## src/rtl/mul_mantissa_sequencer_if.sv

```systemverilog
// Handshake and data bundle between the operand-unpack stage, the
// sequential mantissa multiplier and the MUL normalize/round stage.
interface mul_mantissa_sequencer_if #(
    parameter int MANT_W = 24
);
    logic                  start;
    logic                  in_ready;
    logic [MANT_W-1:0]     mant_a;
    logic [MANT_W-1:0]     mant_b;
    logic                  flush;
    logic                  valid;
    logic                  out_ready;
    logic [2*MANT_W-1:0]   product;
    logic                  busy;

    // Upstream/downstream driver side.
    modport master (
        output start, mant_a, mant_b, flush, out_ready,
        input  in_ready, valid, product, busy
    );

    // Multiplier side.
    modport slave (
        input  start, mant_a, mant_b, flush, out_ready,
        output in_ready, valid, product, busy
    );
endinterface

```

## src/rtl/mul_mantissa_sequencer.sv

```systemverilog
// Sequential mantissa multiplier: one PxP multiplier (P = MANT_W/3) is reused
// over nine cycles, one slice pair A_i x B_j per cycle, accumulating each
// slice product at shift P*(i+j) into a 2*MANT_W-bit accumulator.
module mul_mantissa_sequencer #(
    parameter int MANT_W = 24
) (
    input  logic                      clk_i,
    input  logic                      rst_ni,
    mul_mantissa_sequencer_if.slave   bus
);
    localparam int P  = MANT_W / 3;
    localparam int PW = 2 * MANT_W;

    typedef enum logic [1:0] {S_IDLE, S_MUL, S_DONE} state_e;

    state_e            state_q, state_d;
    logic [3:0]        cnt_q, cnt_d;
    logic [MANT_W-1:0] a_q, a_d, b_q, b_d;
    logic [PW-1:0]     acc_q, acc_d;
    logic              valid_q, valid_d;

    logic [1:0]        sel_i, sel_j;
    logic [P-1:0]      a_sl, b_sl;
    logic [2*P-1:0]    pp;
    logic [PW-1:0]     pp_ext, pp_sh;

    // Decode the slice counter into (A slice, B slice) = (cnt/3, cnt%3).
    always_comb begin
        sel_i = 2'd0;
        sel_j = 2'd0;
        case (cnt_q)
            4'd0: begin sel_i = 2'd0; sel_j = 2'd0; end
            4'd1: begin sel_i = 2'd0; sel_j = 2'd1; end
            4'd2: begin sel_i = 2'd0; sel_j = 2'd2; end
            4'd3: begin sel_i = 2'd1; sel_j = 2'd0; end
            4'd4: begin sel_i = 2'd1; sel_j = 2'd1; end
            4'd5: begin sel_i = 2'd1; sel_j = 2'd2; end
            4'd6: begin sel_i = 2'd2; sel_j = 2'd0; end
            4'd7: begin sel_i = 2'd2; sel_j = 2'd1; end
            4'd8: begin sel_i = 2'd2; sel_j = 2'd2; end
            default: begin sel_i = 2'd0; sel_j = 2'd0; end
        endcase
    end

    // Shared slice multiplier; the product is exactly 2P bits, then aligned.
    always_comb begin
        a_sl   = a_q[int'(sel_i)*P +: P];
        b_sl   = b_q[int'(sel_j)*P +: P];
        pp     = {{P{1'b0}}, a_sl} * {{P{1'b0}}, b_sl};
        pp_ext = {{(PW-2*P){1'b0}}, pp};
        pp_sh  = pp_ext << (P * (int'(sel_i) + int'(sel_j)));
    end

    // Next-state logic; Flush overrides everything but keeps the accumulator.
    always_comb begin
        state_d = state_q;
        cnt_d   = cnt_q;
        a_d     = a_q;
        b_d     = b_q;
        acc_d   = acc_q;
        valid_d = valid_q;
        case (state_q)
            S_IDLE: begin
                if (bus.start) begin
                    a_d     = bus.mant_a;
                    b_d     = bus.mant_b;
                    acc_d   = '0;
                    cnt_d   = 4'd0;
                    state_d = S_MUL;
                end
            end
            S_MUL: begin
                // Full product fits in PW bits, so the carry out is dropped.
                acc_d = acc_q + pp_sh;
                if (cnt_q == 4'd8) begin
                    cnt_d   = 4'd0;
                    valid_d = 1'b1;
                    state_d = S_DONE;
                end else begin
                    cnt_d = cnt_q + 4'd1;
                end
            end
            S_DONE: begin
                if (bus.out_ready) begin
                    valid_d = 1'b0;
                    state_d = S_IDLE;
                end
            end
            default: begin
                state_d = S_IDLE;
                valid_d = 1'b0;
                cnt_d   = 4'd0;
            end
        endcase
        if (bus.flush) begin
            state_d = S_IDLE;
            valid_d = 1'b0;
            cnt_d   = 4'd0;
            a_d     = a_q;
            b_d     = b_q;
            acc_d   = acc_q;
        end
    end

    // State and datapath registers with async active-low reset.
    always_ff @(posedge clk_i or negedge rst_ni) begin
        if (!rst_ni) begin
            state_q <= S_IDLE;
            cnt_q   <= 4'd0;
            a_q     <= '0;
            b_q     <= '0;
            acc_q   <= '0;
            valid_q <= 1'b0;
        end else begin
            state_q <= state_d;
            cnt_q   <= cnt_d;
            a_q     <= a_d;
            b_q     <= b_d;
            acc_q   <= acc_d;
            valid_q <= valid_d;
        end
    end

    // Outputs come straight from registers or decode of the state register.
    assign bus.in_ready = (state_q == S_IDLE);
    assign bus.busy     = (state_q == S_MUL);
    assign bus.valid    = valid_q;
    assign bus.product  = acc_q;

endmodule

```

## src/flat_wrapper.sv

```systemverilog
// flat-port wrapper written by rule: the top's interface ports become plain ports
module mul_mantissa_sequencer_flat 
#(
    parameter int MANT_W = 24
)
  (clk_i, rst_ni, bus_start, bus_mant_a, bus_mant_b, bus_flush, bus_out_ready, bus_in_ready, bus_valid, bus_product, bus_busy);
  mul_mantissa_sequencer_if #(.MANT_W(MANT_W)) bus_i ();
  input  logic clk_i;
  input  logic rst_ni;
  input wire logic [$bits(bus_i.start)-1:0] bus_start;
  input wire logic [$bits(bus_i.mant_a)-1:0] bus_mant_a;
  input wire logic [$bits(bus_i.mant_b)-1:0] bus_mant_b;
  input wire logic [$bits(bus_i.flush)-1:0] bus_flush;
  input wire logic [$bits(bus_i.out_ready)-1:0] bus_out_ready;
  output wire logic [$bits(bus_i.in_ready)-1:0] bus_in_ready;
  output wire logic [$bits(bus_i.valid)-1:0] bus_valid;
  output wire logic [$bits(bus_i.product)-1:0] bus_product;
  output wire logic [$bits(bus_i.busy)-1:0] bus_busy;
  assign bus_i.start = bus_start;
  assign bus_i.mant_a = bus_mant_a;
  assign bus_i.mant_b = bus_mant_b;
  assign bus_i.flush = bus_flush;
  assign bus_i.out_ready = bus_out_ready;
  assign bus_in_ready = bus_i.in_ready;
  assign bus_valid = bus_i.valid;
  assign bus_product = bus_i.product;
  assign bus_busy = bus_i.busy;
  mul_mantissa_sequencer #(.MANT_W(MANT_W)) u_core (.clk_i(clk_i), .rst_ni(rst_ni), .bus(bus_i));
endmodule
```

## config.mk

```make
export PLATFORM = sky130hd
export DESIGN_NAME = mul_mantissa_sequencer_flat
export DESIGN_NICKNAME = d
export VERILOG_FILES = /design/src/rtl/mul_mantissa_sequencer_if.sv /design/src/rtl/mul_mantissa_sequencer.sv /design/src/flat_wrapper.sv
export SDC_FILE = /design/constraint.sdc
export NUM_CORES = 1
export LEC_CHECK = 0
export ABC_AREA = 1
export BUFFER_PORTS_ARGS = -buffer_cell sky130_fd_sc_hd__buf_2
export CAP_MARGIN = 25
export CORE_MARGIN = 4
export CORE_UTILIZATION = 40
export CTS_CLUSTER_DIAMETER = 200
export DETAILED_ROUTE_END_ITERATION = 10
export SLEW_MARGIN = 25
export SYNTH_ARGS = -nofsm -noshare
export SYNTH_HDL_FRONTEND = slang
export SYNTH_SLANG_ARGS = --single-unit
```

## constraint.sdc

```tcl
create_clock -name clk_i -period 6.95 [get_ports clk_i]
set_clock_uncertainty 0.05 [all_clocks]
set_input_delay 2.085 -clock clk_i [delete_from_list [all_inputs] [get_ports clk_i]]
set_output_delay 2.085 -clock clk_i [all_outputs]
set_load 0.005 [all_outputs]
```

==> results_dict.tcl, run 1 <==
set metrics [dict create \
    htree_levels 3 \
    synth_cells 1459 \
    critPathArrivalTime_ps 7290 \
    maxCapViolCount 0 \
    final_common_cell "nand2_1" \
    postCtsHoldBufs 0 \
    wirelength_um 36100 \
    grt_first_pass_wirelength_um 57700 \
    placed_area_sq_mm 0.0126 \
    path_clk_slew_ps 80 \
    dp_hpwl_um 29200 \
    yosys_warnings 0 \
    synth_area_leaders "dfrtp_1 25%, nand2_1 12%, ha_1 11%" \
    synthArstFlopShare_pct 100 \
    yosys.area.top_type "dfrtp_1" \
    slew_violations 0 \
    placementRows 58 \
    max_stage_delay_ps 580 \
    seq_area_frac_synth_pct 24.7 \
    most-common-layout-cells "310 x nand2_1, 198 x buf_4, 195 x nor2_1" \
    synth_fp_nets 1638 \
    setup_viol 16 \
    viasPerCell 5.21 \
    core_area_sq_mm 0.0254 \
    gp_congestion 0.947 \
    hold_slack_ps 466 \
    antenna_found_initial 0 \
    clock-root-buffer "clkbuf_16" \
    grt_max_degree 66 \
    wl_per_cell_um 17.3 \
    worstMarginPinSlew_ps 956 \
    syn_area_sq_mm 0.0104 \
    cts_tree "built" \
    antenna_left 0 \
    port_buffers 103 \
    relSlewSlack_pct 36.2 \
    firstDrtPassIters 7 \
    finalHoldViolations 0 \
    dp_slack_ps -492 \
    hp-class "flop to flop" \
    drt_iter0_drc 652 \
    vias 10859 \
    drcViolationCount 0 \
    track_usage_pct 25.3 \
    synth_edf_count 0 \
    clock-sinks 103 \
    synth_top_cell_area_share_pct 24.7 \
    worstSkewPairLatency_ps 370 \
    die_x_um 170 \
    start_util_pct 41.1 \
    worstSetupPathType "flop to flop" \
    violations "negative setup slack" \
    grt_pass1_vias 10856 \
    period_needed_ps 7040 \
    cpMaxStageDelayCell "fa_1" \
    synth_ff_type "dfrtp_1" \
    postLayoutCellArea_sq_mm 0.0138 \
    endpoint_kind "flop" \
    status "complete, but fails checks" \
    finalCritPeriodShare_pct 101 \
    rsz0062_at_grt "yes" \
    antennaDiodeCount 0 \
    path_max_fanout 4 \
    gr-total-overflow 0 \
    pin_count 104 \
    fmax_ghz 0.142 \
    critPathRequiredTime_ps 7200 \
    drive_gt1_share_pct 33.4 \
    cts_buffers 9 \
    setup_ws_ps -90.2 \
    fp.dieH_um 170 \
    avgSynthCellArea_sq_um 7.15 \
    clockBufferDepth 2 \
    startpoint_type "flop" \
    synthDistinctLibCells 53 \
    fin_nets 1929 \
    ys_ff_latch 103 \
    dieArea_sq_mm 0.0287 \
    areaGrowthSynthToFinish_pct 32.6 \
]
cells in the mapped netlist (2+ instances only):
| cell | number |
|---|---|
| a21boi_1 | 2 |
| a21o_1 | 10 |
| a21oi_1 | 83 |
| a21oi_2 | 5 |
| a31oi_1 | 6 |
| a32oi_2 | 2 |
| and2_1 | 4 |
| buf_1 | 4 |
| buf_2 | 8 |
| buf_6 | 3 |
| clkbuf_1 | 10 |
| dfrtp_1 | 103 |
| fa_1 | 38 |
| ha_1 | 88 |
| inv_1 | 185 |
| inv_2 | 5 |
| mux2_2 | 48 |
| mux2i_1 | 4 |
| nand2_1 | 329 |
| nand2_2 | 2 |
| nand2_4 | 2 |
| nand3_1 | 67 |
| nand3_2 | 6 |
| nand4_1 | 10 |
| nor2_1 | 236 |
| nor2_2 | 8 |
| nor2_8 | 2 |
| nor3_1 | 11 |
| nor3_2 | 5 |
| nor4_1 | 3 |
| o21a_1 | 3 |
| o21ai_0 | 70 |
| o21ai_1 | 25 |
| o21ai_2 | 11 |
| o21ai_4 | 4 |
| o21bai_1 | 11 |
| o22ai_1 | 13 |
| o31ai_1 | 2 |
| or2_1 | 8 |
| or2_2 | 2 |
| xnor2_1 | 3 |
| xor2_1 | 7 |
layer usage:
metal | share of wire [%] | GRT usage [%] | routed length [um]
met5 | 0 | 0 | 0
met4 | 2.1 | 6.20 | 760
met3 | 5.2 | 3.17 | 1890
met2 | 48 | 43.7 | 17200
met1 | 45 | 33.9 | 16200
cells by family after synthesis:
kind of cell | after synthesis | synth area share (%)
buffers and inverters | 217 | 8.19
AO/OA/AOI/OAI | 254 | 14.7
XOR/XNOR | 10 | 0.839
AND/OR/NAND/NOR | 697 | 28.1
adder cells (fa/ha/maj) | 126 | 17.8
multiplexers | 52 | 5.56
flip-flops | 103 | 24.7
flip-flops by register name, summed over array words and instances (netlist names):
name / cells
u_core.bus.valid: 1
u_core.cnt_q: 4
u_core.b_q: 24
u_core.a_q: 24
u_core.state_q: 2
u_core.bus.product: 48
layout make-up:
class	instances	area [sq um]
fill	2479	11600
multi-input combinational	1139	7780
sequential	103	2580
timing repair buffer	305	2060
inverter	192	731
tap	330	413
clock buffer	9	225
clock inverter	6	52.6
worst paths after layout:
check | startpoint | endpoint | slack, ps | cells past startpoint
setup reg to reg | u_core.cnt_q[1]$_DFFE_PN0P_ | u_core.bus.product[38]$_DFFE_PN0P_ | -90 | 37
min in group asynchronous | rst_ni | u_core.bus.valid$_DFFE_PN0P_ | 1750 | 1
setup / recovery | u_core.cnt_q[1]$_DFFE_PN0P_ | u_core.bus.product[38]$_DFFE_PN0P_ | -90 | 37
hold reg to reg | u_core.a_q[1]$_DFFE_PN0P_ | u_core.a_q[1]$_DFFE_PN0P_ | 470 | 1
hold / removal | u_core.a_q[1]$_DFFE_PN0P_ | u_core.a_q[1]$_DFFE_PN0P_ | 470 | 1
max in group asynchronous | rst_ni | u_core.bus.product[43]$_DFFE_PN0P_ | 4030 | 2
metrics by stage:
| step | std cells | TNS (ps) | utilization [%] |
|---|---|---|---|
| final | 2084 | -609 | 54.5 |
| after global placement | 2052 | -11750 | 49.7 |
| after global routing | 2084 | -13220 | 54.5 |
| after floorplan | 1459 | 0 | - |
| after detailed placement | 2052 | -13430 | 49.8 |
| after CTS | 2082 | 0 | 53.9 |
worst max-delay path, delay by kind of cell, from the launching register on:
| kind | cells | cell delay [ps] |
|---|---|---|
| adder cells (fa/ha/maj) | 7 | 2900 |
| flip-flops | 1 | 390 |
| AND/OR/NAND/NOR | 11 | 1450 |
| buffers and inverters | 9 | 750 |
| AO/OA/AOI/OAI | 10 | 1400 |
what timing repair did:
action                                  in CTS  in global routing
endpoints found under the setup margin      39                 40
gates resized for setup                    175                 28
pin swaps                                   70                  3
gates cloned                                 0                  0
buffers inserted                            15                  2
Power of run 1 is not shown: default switching activity piles up to over one toggle a cycle in this logic, so the estimate is an artifact.
==> run 2: changes to the inputs <==
Settings changed: ABC_AREA 1 to default.
==> results_dict.tcl, run 2 <==
set metrics [dict create \
    slew_violations 0 \
    wl_per_cell_um 16.8 \
    synth_fp_nets 1255 \
    core_area_sq_mm 0.0227 \
    path_clk_slew_ps 80 \
    worstHoldPathCells 1 \
    rr_endpoint "u_core.bus.product[42]$_DFFE_PN0P_" \
    setup_viol 35 \
    antennaDiodeCount 0 \
    wirelength_um 28800 \
    synthTopCellsByCount "128 x nor2_1, 103 x dfrtp_1, 98 x nand2_1" \
    worstMarginPinSlew_ps 872 \
    maxCapViolCount 0 \
    grt_pass1_vias 9213 \
    most-common-layout-cells "254 x buf_4, 110 x nor2_1, 103 x dfrtp_1" \
    yosysMostFrequentCell "nor2_1" \
    rsz0062_at_grt "yes" \
    largest_reg_flops 48 \
    wl_met2_um 13500 \
    avgSynthCellArea_sq_um 8.62 \
    setup_ws_ps -729 \
    yosys.area.top_type "dfrtp_1" \
    hp-class "flop to flop" \
    synth_cells 1076 \
    dieArea_sq_mm 0.0257 \
    finalHoldViolations 0 \
    violations "negative setup slack" \
    antenna_left 0 \
    final_util_pct 59.9 \
    die_x_um 160 \
    period_needed_ps 7680 \
    synth_top_cell_area_share_pct 27.8 \
    yosys_warnings 0 \
    placementRows 55 \
    start_util_pct 40.8 \
    cts_tree "built" \
    max_stage_delay_ps 540 \
    pin_count 104 \
    clock-root-buffer "clkbuf_16" \
    vias 9041 \
    port_buffers 103 \
    cp_common_cell "nor2_4" \
    synthDistinctLibCells 57 \
    track_usage_pct 22.1 \
    worstSkewPairLatency_ps 370 \
    critPathArrivalTime_ps 7850 \
    syn_area_sq_mm 0.00927 \
    worstSetupPathType "flop to flop" \
    n_fill_cell 1944 \
    startpoint_type "flop" \
    antenna_found_initial 0 \
    synthArstFlopShare_pct 100 \
    r2r_slack_ps -730 \
    endpoint_kind "flop" \
    ys_ff_latch 103 \
    finalCritPeriodShare_pct 110 \
    areaGrowthSynthToFinish_pct 46.6 \
    dr_wl_met3_um 1290 \
    relSlewSlack_pct 41.9 \
    grt_first_pass_wirelength_um 46600 \
    synth_edf_count 0 \
    cts_buffers 9 \
    r2r_cells 39 \
    met1_length_um 13400 \
    htree_levels 3 \
    final_common_cell "buf_4" \
    synth_ff_type "dfrtp_1" \
    drcViolationCount 0 \
    path_max_fanout 6 \
    viasPerCell 5.28 \
    drive_gt1_share_pct 44.4 \
    routed.top_layer "met4" \
    dp_hpwl_um 21500 \
    critPathRequiredTime_ps 7120 \
    gp_congestion 0.987 \
    cpMaxStageDelayCell "fa_1" \
    fmax_ghz 0.130 \
    dp_slack_ps -938 \
    fp.dieH_um 160 \
    hp-start "u_core.b_q[1]$_DFFE_PN0P_" \
    status "complete, but fails checks" \
    reg2reg_from "u_core.cnt_q[2]$_DFFE_PN0P_" \
    fin_nets 1602 \
    hold_path_end "u_core.b_q[1]$_DFFE_PN0P_" \
    firstDrtPassIters 5 \
    clockBufferDepth 2 \
    grt_max_degree 54 \
    clock-sinks 103 \
    drt_iter0_drc 508 \
    seq_area_frac_synth_pct 27.8 \
    gr-total-overflow 0 \
    synth_area_leaders "dfrtp_1 28%, ha_1 12%, fa_1 8.2%" \
]
-- run 2: cell types whose count changed after synthesis, moves of 9 or more --
| cell | change |
|---|---|
| a21o_1 | +18 |
| xor2_1 | +22 |
| or2_2 | +17 |
| o21ai_2 | -10 |
| inv_1 | -119 |
| and3_1 | +10 |
| a21oi_1 | +9 |
| clkbuf_1 | +34 |
| nand2_1 | -231 |
| mux2i_1 | +14 |
| o21ai_1 | -18 |
| nor2_1 | -108 |
| nand3_1 | -48 |
| xnor2_1 | +23 |
-- run 2: worst max-delay path: cells and delay by family (launching register included) --
family / cells / cell delay [ps]
compound gates: 15 / 2770
xor+xnor: 2 / 330
fa+ha+maj: 6 / 1960
buf+inv: 7 / 880
flops: 1 / 390
mux: 3 / 640
simple gates: 6 / 500
-- run 2: layer usage --
metal  global-route usage [%]  up-vias
met4                     5.71        0
met1                     30.5     4323
met3                     2.94       40
met2                     36.6      226
met5                        0        -
li1                         -     4452
-- run 2: kinds of logic (layout without fill, tap and decap cells) --
kind of cell | after synthesis | count (layout) | share of synthesized area, %
muxes | 66 | 66 | 7.77
AOI/OAI and AO/OA | 283 | 283 | 18.7
DFF | 103 | 103 | 27.8
and+or+nand+nor | 329 | 329 | 15.8
xor gates and xnor gates | 55 | 55 | 5.19
adders and majority gates | 126 | 126 | 20.1
buffers and inverters | 114 | 466 | 4.64
-- run 2: how the worst max path moves through the flow --
stage	startpoint	endpoint	slack [ps]	depth (start not counted)
after global placement	u_core.cnt_q[1]$_DFFE_PN0P_	u_core.bus.product[41]$_DFFE_PN0P_	-780	37
after detailed placement	u_core.cnt_q[1]$_DFFE_PN0P_	u_core.bus.product[41]$_DFFE_PN0P_	-940	38
after CTS	u_core.cnt_q[0]$_DFFE_PN0P_	u_core.bus.product[41]$_DFFE_PN0P_	-650	37
after global routing	u_core.cnt_q[2]$_DFFE_PN0P_	u_core.bus.product[33]$_DFFE_PN0P_	-1050	38
after floorplan	u_core.cnt_q[1]$_DFFE_PN0P_	u_core.bus.product[33]$_DFFE_PN0P_	-370	33
final	u_core.cnt_q[2]$_DFFE_PN0P_	u_core.bus.product[42]$_DFFE_PN0P_	-730	39
-- run 2: repair_timing --
action / 4_1_cts / 5_1_grt
pin swaps: 103 / 74
endpoints found under the setup margin: 36 / 38
hold buffers: 0 / 0
gates resized for setup: 127 / 64
gates cloned: 1 / 0
buffers inserted: 45 / 16
-- run 2: cell type report --
cell class	count	area, sq um	area share (%)
sequential	103	2580	19.0
timing repair buffer	384	2780	20.4
tap	285	357	2.62
clock inverter	7	81.3	0.598
inverter	66	248	1.82
multi-input combinational	859	7330	53.9
clock buffer	9	225	1.66
-- run 2: metrics by stage --
step | area [sq um] | setup TNS [ps] | instances | hold slack [ps]
2_1_floorplan | 9620 | -3230 | 1076 | 422
3_3_place_gp | 12100 | -15570 | 1645 | 439
3_5_place_dp | 12100 | -18680 | 1645 | 445
4_1_cts | 13200 | -12620 | 1701 | 464
5_1_grt | 13600 | -28630 | 1713 | 480
6_report | 13600 | -16800 | 1713 | 460
Power of run 2 is left out for the same reason.
